### src/rtl/quantdeser_pkg.sv
// Shared definitions for the quantizer deserializer: FSM state encoding and
// the default output precision shared with the serializer.
package quantdeser_pkg;

    localparam int QD_BDOUTMAX = 32;

    typedef enum logic {
        QD_IDLE  = 1'b0,
        QD_SHIFT = 1'b1
    } qd_state_e;

endpackage

### src/rtl/quantdeser_fifo.sv
// Small synchronous FIFO with a first-word-fall-through head. The head is
// forced to zero while empty so the consumer never sees stale storage.
module quantdeser_fifo #(
    parameter int WIDTH = 32,
    parameter int DEPTH = 2
) (
    input  logic             clk,
    input  logic             clr,
    input  logic             push,
    input  logic             pop,
    input  logic [WIDTH-1:0] wdata,
    output logic [WIDTH-1:0] head,
    output logic             full,
    output logic             empty
);

    localparam int AW = $clog2(DEPTH);

    logic [WIDTH-1:0] mem [DEPTH];
    logic [AW-1:0]    wrPtr;
    logic [AW-1:0]    rdPtr;
    logic [AW:0]      count;
    logic             doPush;
    logic             doPop;

    assign full   = (count == (AW+1)'(DEPTH));
    assign empty  = (count == '0);
    assign doPop  = pop && !empty;
    // A pop in the same cycle frees the slot, so a push into a full FIFO still lands.
    assign doPush = push && (!full || doPop);
    assign head   = empty ? '0 : mem[rdPtr];

    always_ff @(posedge clk) begin
        if (doPush) begin
            mem[wrPtr] <= wdata;
        end
    end

    always_ff @(posedge clk) begin
        if (clr) begin
            wrPtr <= '0;
            rdPtr <= '0;
            count <= '0;
        end else begin
            if (doPush) begin
                wrPtr <= wrPtr + AW'(1);
            end
            if (doPop) begin
                rdPtr <= rdPtr + AW'(1);
            end
            case ({doPush, doPop})
                2'b10:   count <= count + (AW+1)'(1);
                2'b01:   count <= count - (AW+1)'(1);
                default: count <= count;
            endcase
        end
    end

endmodule

### src/rtl/quantdeser.sv
// Bit-serial deserializer: captures an MSB-first stream after each start,
// right-aligns and sign/zero-extends it, and queues the word for writeback.
module quantdeser
    import quantdeser_pkg::*;
#(
    parameter int BDOUTMAX = QD_BDOUTMAX,
    parameter int DEPTH    = 2,
    localparam int MAXBDOP = $clog2(BDOUTMAX)
) (
    input  logic                clk,
    input  logic                clr,
    input  logic [MAXBDOP-1:0]  bdout,
    input  logic                sext,
    input  logic                start,
    input  logic                din,
    output logic [BDOUTMAX-1:0] dout,
    output logic                dout_valid,
    input  logic                dout_ready,
    output logic                busy,
    output logic                ovf
);

    qd_state_e           state;
    logic [MAXBDOP-1:0]  len;
    logic [MAXBDOP-1:0]  cnt;
    logic                sx;
    logic [BDOUTMAX-1:0] acc;
    logic [BDOUTMAX-1:0] nextAcc;
    logic [BDOUTMAX-1:0] pushWord;
    logic                pushNow;
    logic                popNow;
    logic                fifoFull;
    logic                fifoEmpty;

    assign pushNow    = (state == QD_SHIFT) && (cnt == '0);
    assign popNow     = dout_valid && dout_ready;
    assign dout_valid = !fifoEmpty;

    // The final bit is folded in here so the push needs no extra cycle.
    always_comb begin
        nextAcc  = {acc[BDOUTMAX-2:0], din};
        pushWord = '0;
        for (int i = 0; i < BDOUTMAX; i++) begin
            if (i <= int'(len)) begin
                pushWord[i] = nextAcc[i];
            end else begin
                pushWord[i] = sx & nextAcc[len];
            end
        end
    end

    always_ff @(posedge clk) begin
        if (clr) begin
            state <= QD_IDLE;
            busy  <= 1'b0;
            len   <= '0;
            sx    <= 1'b0;
            cnt   <= '0;
            acc   <= '0;
            ovf   <= 1'b0;
        end else begin
            case (state)
                QD_IDLE: begin
                    if (start) begin
                        len   <= bdout;
                        sx    <= sext;
                        cnt   <= bdout;
                        acc   <= '0;
                        state <= QD_SHIFT;
                        busy  <= 1'b1;
                    end
                end
                QD_SHIFT: begin
                    acc <= nextAcc;
                    if (cnt != '0) begin
                        cnt <= cnt - MAXBDOP'(1);
                    end else begin
                        state <= QD_IDLE;
                        busy  <= 1'b0;
                    end
                end
                default: begin
                    state <= QD_IDLE;
                    busy  <= 1'b0;
                end
            endcase
            if (pushNow && fifoFull && !popNow) begin
                ovf <= 1'b1;
            end
        end
    end

    quantdeser_fifo #(
        .WIDTH (BDOUTMAX),
        .DEPTH (DEPTH)
    ) u_fifo (
        .clk   (clk),
        .clr   (clr),
        .push  (pushNow),
        .pop   (popNow),
        .wdata (pushWord),
        .head  (dout),
        .full  (fifoFull),
        .empty (fifoEmpty)
    );

endmodule

### config.mk
export PLATFORM = sky130hd
export DESIGN_NAME = quantdeser
export DESIGN_NICKNAME = d
export VERILOG_FILES = /design/src/rtl/quantdeser_pkg.sv /design/src/rtl/quantdeser_fifo.sv /design/src/rtl/quantdeser.sv
export SDC_FILE = /design/constraint.sdc
export NUM_CORES = 1
export LEC_CHECK = 0
export ABC_AREA = 1
export CAP_MARGIN = 5
export CORE_MARGIN = 1
export CORE_UTILIZATION = 60
export CTS_BUF_LIST = sky130_fd_sc_hd__clkbuf_8
export CTS_CLUSTER_SIZE = 30
export DETAILED_ROUTE_END_ITERATION = 7
export PLACE_DENSITY = 0.82
export SYNTH_ARGS = -nofsm -noshare
export SYNTH_HDL_FRONTEND = slang
export SYNTH_SLANG_ARGS = --single-unit
### constraint.sdc
create_clock -name clk -period 3.2 [get_ports clk]
set_input_delay 0.64 -clock clk [delete_from_list [all_inputs] [get_ports clk]]
set_output_delay 0.64 -clock clk [all_outputs]
set_load 0.005 [all_outputs]
==> reports/metrics.yaml <==
status:
  status: "complete, no violations"
global_routing:
  overflow: 0
  grt_max_degree: 38
  antenna_found_initial: 0
  grt_first_pass_wirelength_um: 21200
  track_usage_pct: 28.4
  grt_pass1_vias: 4355
power:
  p_leak_nw: 2.47
  power_mw: 3.86
  power.density_mw_per_mm2: 614
  vdd_drop_max_mv: 0.440
floorplan:
  die_h_um: 96.9
  die_w_um: 96.9
  pin_count: 46
  die_area_sq_mm: 0.00939
  row_count: 34
  core_area_sq_mm: 0.00872
  start_util_pct: 62.0
finish:
  postLayoutCellArea_sq_mm: 0.00629
  final_nets: 721
  final_cells: 829
  area_growth_pct: 16.4
  drive_gt1_share_pct: 8.18
  diodes: 0
  finalCoreUtilization_pct: 72.1
setup_path:
  cp.arrival_ps: 2120
  slowest_delay_ps: 540
  critPathSlowestCell: "clkdlybuf4s50_1"
  cp-end-kind: "output port"
  worstSetupPathType: "register to output port"
  cp-start-kind: "register"
  crit_required_ps: 2560
  path_cells: "inv_1, buf_4, nand2_1, a21oi_1, clkdlybuf4s50_1"
  rrSetupSlack_ps: 510
  worst-path-max-fanout: 26
placement:
  io_buffers: 45
  gp_congestion: 0.910
  hpwl_um: 8130
  postPlaceCellArea_sq_mm: 0.00586
  dpl.cell_count: 797
clocking:
  cts_resized: 0
  insertion_delay_ps: 430
  tritoncts: "yes"
  ctsLongestPathBuffers: 2
  cts.htree.levels: 4
  clk_pin_slew_ps: 60
  post_cts_buffers: 0
  cts_hold_buffers: 0
  cts_root_buf: "clkbuf_8"
  cts_sinks: 114
  numCtsBuffers: 17
synthesis:
  seq_area_frac_synth_pct: 54.1
  synth_area_sq_mm: 0.00540
  synth_cell_type_count: 29
  ys_ff_latch: 114
  netlist_instances: 675
  syn_area_per_cell_sq_um: 8.00
  synth-main-ff-cell: "edfxtp_1"
  syn_nets: 688
  yosys_warnings: 0
  ys_top_cells_by_area: "edfxtp_1, dfxtp_1, nand2_1"
  netlist_top_cells_count: "nand2_1, a21oi_1, edfxtp_1"
  yosysMostFrequentCell: "nand2_1"
  synth_edf_count: 64
  yosysTopAreaCellShare_pct: 35.6
  synth_area_leader_cell: "edfxtp_1"
  async_flop_share_pct: 0
timing:
  max_freq_ghz: 0.363
  totalNegativeSetupSlack_ps: 0
  post-route-period-util_pct: 86.2
  setup_viol: 0
  tightest_slew_ps: 1190
  finClkSkew_ps: 14.3
  grt_setup_unrepaired: "false"
  finalHoldViolCount: 0
  slew_viol_final: 0
  slew_headroom_pct: 20.3
  finalCriticalPeriod_ps: 2760
detailed_routing:
  wirelength_um: 12900
  vias: 4706
  firstDrtPassIters: 7
  drtAntennaViolNets: 0
  dr.first_iter.drc_count: 560
  vias_per_cell: 5.68
  drc: 0
  wl_per_cell_um: 15.5
worst_hold_path:
  hold_path_class: "register to register"
run:
  maxCapViolCount: 0
==> per-layer routing <==
layer / global-route usage [%] / up-vias / wire (um)
met3: 6.21 / 31 / 1060
met2: 44.8 / 258 / 6100
met1: 37.7 / 2128 / 5430
li1: - / 2289 / -
met5: 0 / - / 0
met4: 12.2 / 0 / 268
==> layout by cell type (no fill, tap or decap), types with 10 or more instances in the layout <==
cell type	count
nand2_1	252
clkbuf_8	21
nand4_1	31
a21oi_1	81
edfxtp_1	64
dfxtp_1	50
buf_4	10
inv_1	52
nor2_1	31
nand3_1	15
o21ai_0	25
clkdlybuf4s50_1	45
==> registers in the layout (all words and copies together) (netlist names), named ones only <==
name and count:
acc 31, busy 1, cnt 5, len 5
ovf 1, state 1, sx 1, u_fifo.count 2
u_fifo.mem 64, u_fifo.rdPtr 1, u_fifo.wrPtr 1
==> logic make-up after synthesis <==
group | Yosys count | share of synthesized area, %
xor gates and xnor gates | 2 | 0.324
DFF | 114 | 54.1
buffers and inverters | 97 | 7.80
adders and majority gates | 2 | 0.463
and+or+nand+nor | 344 | 26.3
AOI/OAI and AO/OA | 116 | 11.0
==> layout make-up <==
| class | instances | area [sq um] |
|---|---|---|
| Sequential cell | 114 | 2920 |
| Fill cell | 673 | 2430 |
| Multi-Input combinational cell | 464 | 2070 |
| Timing Repair Buffer | 55 | 526 |
| Clock buffer | 21 | 289 |
| Inverter | 56 | 210 |
| Clock inverter | 11 | 135 |
| Tap cell | 108 | 135 |
==> per-stage QoR <==
step	setup slack (ps)	hold slack, ps
floorplan	264	426
finish	442	465
global route	287	503
CTS	451	464
detailed placement	655	441
global placement	716	439
==> report_power, final <==
| part | internal (mW) | total (mW) | switching, mW |
|---|---|---|---|
| Combinational | 0.314 | 0.774 | 0.460 |
| Sequential | 1.62 | 1.67 | 0.0534 |
| Clock | 0.845 | 1.41 | 0.568 |
| Total | 2.78 | 3.86 | 1.08 |
==> worst max-delay path: cells and delay by family (launching register included) <==
family,cells,cell delay (ps)
buffers and inverters,3,1060
DFF,1,310
and+or+nand+nor,1,90
AOI/OAI and AO/OA,1,210
==> final timing paths <==
path | startpoint | endpoint | depth (start not counted)
setup / recovery | register | dout[18] | 5
hold / removal | u_fifo.rdPtr$_SDFFE_PP0P_ | register | 1
setup reg to reg | len[1]$_SDFFE_PP0P_ | u_fifo.mem[1][17]$_DFFE_PP_ | 9
hold reg to reg | u_fifo.rdPtr$_SDFFE_PP0P_ | register | 1
Note: power is estimated with default switching activity, not from simulation.
